===== config.mk =====
export PLATFORM = sky130hd
export DESIGN_NAME = sorter_flat
export DESIGN_NICKNAME = d
export VERILOG_FILES = /design/src/rtl/sorter_if.sv /design/src/rtl/sorter.sv /design/src/flat_wrapper.sv
export SDC_FILE = /design/constraint.sdc
export NUM_CORES = 1
export LEC_CHECK = 0
export CORE_AREA = 4 4 232 234
export DETAILED_ROUTE_END_ITERATION = 10
export DIE_AREA = 0 0 236 238
export HOLD_SLACK_MARGIN = 0.12
export PLACE_DENSITY = 0.65
export SLEW_MARGIN = 20
export SYNTH_ARGS = -nofsm -noshare
export SYNTH_HDL_FRONTEND = slang
export SYNTH_SLANG_ARGS = --single-unit

===== constraint.sdc =====
create_clock -name clk -period 27.3 [get_ports clk]
set_clock_uncertainty 0.05 [all_clocks]
set_input_delay 5.46 -clock clk [delete_from_list [all_inputs] [get_ports clk]]
set_output_delay 5.46 -clock clk [all_outputs]
set_load 0.05 [all_outputs]

===== src/rtl/sorter_if.sv =====
// Bundles the read side of the per-channel input FIFOs and the write side of
// the merged output FIFO for the sorter.
interface sorter_if #(
  parameter int CNO        = 8,
  parameter int DATA_WIDTH = 32
);
  logic [CNO*DATA_WIDTH-1:0] rdfifo_data_i;
  logic [CNO-1:0]            rdfifo_empty_i;
  logic [CNO-1:0]            rdfifo_rden_o;
  logic [DATA_WIDTH-1:0]     wrfifo_data_o;
  logic                      wrfifo_prog_full_i;
  logic                      wrfifo_wren_o;

  modport master (
    input  rdfifo_data_i,
    input  rdfifo_empty_i,
    input  wrfifo_prog_full_i,
    output rdfifo_rden_o,
    output wrfifo_data_o,
    output wrfifo_wren_o
  );

  modport slave (
    output rdfifo_data_i,
    output rdfifo_empty_i,
    output wrfifo_prog_full_i,
    input  rdfifo_rden_o,
    input  wrfifo_data_o,
    input  wrfifo_wren_o
  );
endinterface


===== src/rtl/sorter.sv =====
// K-way merge of ascending per-channel FIFO streams into one ascending stream.
// Holds one head word per channel and emits the global minimum once every channel is resolved.
module sorter #(
  parameter int CNO           = 8,
  parameter int DATA_WIDTH    = 32,
  parameter int EMPTY_TIMEOUT = 6
) (
  input  logic     clk,
  input  logic     rst,
  sorter_if.master bus
);
  localparam int TW = $clog2(EMPTY_TIMEOUT + 1);
  localparam int SW = $clog2(CNO);
  localparam logic [TW-1:0] TMAX = TW'(EMPTY_TIMEOUT);

  logic [DATA_WIDTH-1:0] head_q [CNO];
  logic [DATA_WIDTH-1:0] head_d [CNO];
  logic [TW-1:0]         tcnt_q [CNO];
  logic [TW-1:0]         tcnt_d [CNO];
  logic [CNO-1:0]        hv_q, hv_d;
  logic [CNO-1:0]        pend_q, pend_d;
  logic [CNO-1:0]        rden, resolved;
  logic                  wren_q, wren_d;
  logic [DATA_WIDTH-1:0] wdata_q, wdata_d;
  logic [SW-1:0]         sel;
  logic [DATA_WIDTH-1:0] sel_val;
  logic                  any_hv;
  logic                  emit;

  // A channel without a head only counts as resolved once it has sat empty long enough.
  always_comb begin
    rden     = '0;
    resolved = '0;
    for (int c = 0; c < CNO; c++) begin
      rden[c]     = ~rst & ~bus.rdfifo_empty_i[c] & ~hv_q[c] & ~pend_q[c];
      resolved[c] = hv_q[c] |
                    (~pend_q[c] & bus.rdfifo_empty_i[c] & (tcnt_q[c] == TMAX));
    end
  end

  // Strict less-than keeps the lowest index on equal heads.
  always_comb begin
    sel     = '0;
    sel_val = '0;
    any_hv  = 1'b0;
    for (int c = 0; c < CNO; c++) begin
      if (hv_q[c] && (!any_hv || head_q[c] < sel_val)) begin
        sel     = SW'(c);
        sel_val = head_q[c];
        any_hv  = 1'b1;
      end
    end
  end

  assign emit = (&resolved) & any_hv & ~bus.wrfifo_prog_full_i;

  always_comb begin
    pend_d  = rden;
    hv_d    = hv_q;
    wren_d  = emit;
    wdata_d = emit ? sel_val : wdata_q;
    for (int c = 0; c < CNO; c++) begin
      head_d[c] = head_q[c];
      tcnt_d[c] = '0;
      if (pend_q[c]) begin
        head_d[c] = bus.rdfifo_data_i[c*DATA_WIDTH +: DATA_WIDTH];
        hv_d[c]   = 1'b1;
      end
      if (emit && sel == SW'(c)) begin
        hv_d[c] = 1'b0;
      end
      if (~hv_q[c] & ~pend_q[c] & bus.rdfifo_empty_i[c]) begin
        tcnt_d[c] = (tcnt_q[c] == TMAX) ? TMAX : tcnt_q[c] + TW'(1);
      end
    end
  end

  always_ff @(posedge clk) begin
    if (rst) begin
      for (int c = 0; c < CNO; c++) begin
        head_q[c] <= '0;
        tcnt_q[c] <= '0;
      end
      hv_q    <= '0;
      pend_q  <= '0;
      wren_q  <= 1'b0;
      wdata_q <= '0;
    end else begin
      head_q  <= head_d;
      tcnt_q  <= tcnt_d;
      hv_q    <= hv_d;
      pend_q  <= pend_d;
      wren_q  <= wren_d;
      wdata_q <= wdata_d;
    end
  end

  assign bus.rdfifo_rden_o = rden;
  assign bus.wrfifo_wren_o = wren_q;
  assign bus.wrfifo_data_o = wdata_q;
endmodule


===== src/flat_wrapper.sv =====
// flat-port wrapper written by rule: the top's interface ports become plain ports
module sorter_flat 
#(
  parameter int CNO           = 8,
  parameter int DATA_WIDTH    = 32,
  parameter int EMPTY_TIMEOUT = 6
)
  (clk, rst, bus_rdfifo_data_i, bus_rdfifo_empty_i, bus_wrfifo_prog_full_i, bus_rdfifo_rden_o, bus_wrfifo_data_o, bus_wrfifo_wren_o);
  sorter_if #(.CNO(CNO), .DATA_WIDTH(DATA_WIDTH)) bus_i ();
  input  logic clk;
  input  logic rst;
  input wire logic [$bits(bus_i.rdfifo_data_i)-1:0] bus_rdfifo_data_i;
  input wire logic [$bits(bus_i.rdfifo_empty_i)-1:0] bus_rdfifo_empty_i;
  input wire logic [$bits(bus_i.wrfifo_prog_full_i)-1:0] bus_wrfifo_prog_full_i;
  output wire logic [$bits(bus_i.rdfifo_rden_o)-1:0] bus_rdfifo_rden_o;
  output wire logic [$bits(bus_i.wrfifo_data_o)-1:0] bus_wrfifo_data_o;
  output wire logic [$bits(bus_i.wrfifo_wren_o)-1:0] bus_wrfifo_wren_o;
  assign bus_i.rdfifo_data_i = bus_rdfifo_data_i;
  assign bus_i.rdfifo_empty_i = bus_rdfifo_empty_i;
  assign bus_i.wrfifo_prog_full_i = bus_wrfifo_prog_full_i;
  assign bus_rdfifo_rden_o = bus_i.rdfifo_rden_o;
  assign bus_wrfifo_data_o = bus_i.wrfifo_data_o;
  assign bus_wrfifo_wren_o = bus_i.wrfifo_wren_o;
  sorter #(.CNO(CNO), .DATA_WIDTH(DATA_WIDTH), .EMPTY_TIMEOUT(EMPTY_TIMEOUT)) u_core (.clk(clk), .rst(rst), .bus(bus_i));
endmodule

==> results.json <==
{
  "antenna_found_initial": 3,
  "fin_crit_sh_pct": 79.5,
  "cts_sinks": 329,
  "area_delta_synth_final_pct": 24.4,
  "numPortBuffers": 307,
  "synth_compound_area_share_pct": 16.9,
  "ys_seq_area_share_pct": 32.1,
  "via_count": 18500,
  "start_util_pct": 39.5,
  "critPathKind": "register to register",
  "yosysMostFrequentCell": "nor2_1",
  "setup.worst_path.start_class": "register",
  "grt_max_degree": 140,
  "yosys.area_share.xor_xnor_pct": 0,
  "highest_layer": "met4",
  "finalMaxSlewViolations": 0,
  "final_area_um2": 25600,
  "die_w_um": 236,
  "path_clk_slew_ns": 0.06,
  "avgViaCountPerCell": 5.58,
  "ioPinCount": 308,
  "fin_cells": 3306,
  "ys_ff_latch": 329,
  "core_area_um2": 52000,
  "drcViolationCount": 0,
  "synth.area.mux_share_pct": 15.7,
  "synth_area_um2": 20500,
  "dp.cells": 3232,
  "cts_buffers": 39,
  "yosys_most_used_dff": "dfxtp_1",
  "holdWs_ns": 0.402,
  "seqCellArea_um2": 6600,
  "placed_cell_area_um2": 24100,
  "grt.overflow.total": 0,
  "drive_gt1_share_pct": 6.23,
  "wl_met2_mm": 33.1,
  "power.density_nw_per_um2": 59.6,
  "hp-class": "register to register",
  "grt_first_pass_wirelength_mm": 103,
  "place_ws_ns": 5.56,
  "cts_max_path_buffers": 3,
  "rsz0062_at_grt": "false",
  "nets": 3085,
  "synth_cell_types": 80,
  "critPathMaxFanout": 65,
  "setup_ws_ns": 5.58,
  "crit_path_end_kind": "register",
  "ctsResizeCount": 0,
  "first_pass_iters": 5,
  "grt_pass1_vias": 18600,
  "wl_mm": 66.7,
  "wl_per_cell_um": 20.2,
  "drtAntennaViolNets": 0,
  "route.met3.wl_mm": 2.96,
  "die_y_um": 238,
  "slew_headroom_pct": 23.3,
  "setup_viol": 0,
  "htree_levels": 2,
  "synth.area.top_cells": "dfxtp_1, ha_1, mux2i_1, nor2_1, a21oi_1",
  "synth_warnings": 0,
  "synth_top_area_share_pct": 32.1,
  "power_mw": 1.52,
  "synth_top_family_by_area": "compound AO/OA/AOI/OAI gates",
  "fillCellCount": 4898,
  "syn-num-nets": 2857,
  "outcome": "completed",
  "hpwlAfterDp_mm": 52.0,
  "synth-edff-count": 0,
  "hold_viol": 0,
  "cpPeakStageDelay_ns": 0.87,
  "vdd_ir_drop_max_uv": 35.9,
  "track_usage_pct": 22.8,
  "place.gp.congestion": 0.867,
  "die_area_um2": 56200,
  "worst_pin_slew_ns": 1.15,
  "yosysTopAreaCell": "dfxtp_1",
  "cts_tree": "built",
  "synth_fa_ha_area_share_pct": 14.2,
  "multi_input_area_um2": 13000,
  "drt_iter0_drc": 1073,
  "drv_cap": 0,
  "cp_slowest_cell": "o31ai_4",
  "timing.critical_path.mode_cell": "a21o_1",
  "fmax_mhz": 46.0,
  "cts_setup_buffers": 0,
  "hold_buffers": 0,
  "tns_ns": 0,
  "insertion_delay_ns": 0.56,
  "finalCoreUtilization_pct": 49.1,
  "yosys.area_share.simple_pct": 16.2,
  "cp.arrival_ns": 22.12,
  "rows": 84,
  "synthTopCellsByCount": "nor2_1, dfxtp_1, mux2i_1",
  "synth.avg_cell_area_um2": 8.72,
  "syn_inst": 2357,
  "wl_met1_mm": 28.2,
  "crit_required_ns": 27.70,
  "p_leak_nw": 10.4,
  "min_period_ns": 21.72,
  "synthArstFlopShare_pct": 0,
  "cts_root_buf": "clkbuf_16"
}
==> report_power, final <==
group | total [mW] | switching [mW] | internal (mW)
clock | 0.568 | 0.217 | 0.350
sequential | 0.530 | 0.0278 | 0.502
combinational | 0.427 | 0.240 | 0.187
total | 1.52 | 0.485 | 1.04
==> final cells by class <==
type	count	share of cell area (%)
antenna	3	0.0294
clock buffer	50	4.42
clock inverter	21	1.09
inverter	112	1.64
multi-input combinational	1772	50.9
sequential	329	25.8
tap	688	3.37
timing repair buffer	331	12.8
==> sequential cells by signal (all words and copies together), names as in the netlist <==
name,cells
u_core.head_q,256
u_core.pend_q,8
u_core.hv_q,8
u_core.tcnt_q,24
u_core.bus.wrfifo_wren_o,1
u_core.bus.wrfifo_data_o,32
==> per-layer routing <==
metal  global-route usage, %  up-vias
met1                    28.1     8784
li1                        -     9044
met4                    8.38        0
met2                    40.6      505
met5                       0        -
met3                    3.18      125
==> path summary, 6_finish.rpt <==
check / slack, ns / from / endpoint / cells after the start
worst max register to register: 5.58 / u_core.hv_q[0] / u_core.hv_q[1] / 82
worst min register to register: 0.40 / u_core.tcnt_q[0] / u_core.tcnt_q[0] / 1
worst max-delay path: 5.58 / u_core.hv_q[0] / u_core.hv_q[1] / 82
worst min-delay path: 0.40 / u_core.tcnt_q[0] / u_core.tcnt_q[0] / 1
==> cells by family after synthesis <==
kind of cell             count (synthesis)
AO/OA/AOI/OAI                          522
adder cells (fa/ha/maj)                233
multiplexers                           318
AND/OR/NAND/NOR                        699
flip-flops                             329
buffers and inverters                  256
==> placed cells by master (no fill, tap or decap), types with 7 or more instances in the layout <==
master,n
a211oi_1,53
a21o_1,42
a21oi_1,154
a31oi_1,36
and2_1,35
and3_1,7
buf_4,23
clkbuf_16,41
clkbuf_8,7
clkdlybuf4s50_1,306
clkinv_2,8
dfxtp_1,321
dfxtp_2,8
ha_1,233
inv_1,112
mux2_2,30
mux2i_1,287
nand2_1,118
nand3_1,13
nand3b_1,10
nand4_1,39
nand4b_1,32
nor2_1,355
nor3_1,22
nor3b_1,7
nor4_1,23
o211ai_1,8
o21a_1,7
o21ai_0,64
o21bai_1,35
o311ai_1,29
o31ai_1,31
==> critical path, delay by kind of cell, from the launching register on <==
kind,cells,cell delay (ns)
AND/OR/NAND/NOR,16,4.53
multiplexers,2,0.76
adder cells (fa/ha/maj),7,2.09
AO/OA/AOI/OAI,46,10.75
flip-flops,1,0.33
buffers and inverters,11,3.00
No activity file was read; power rests on OpenSTA's default activity.
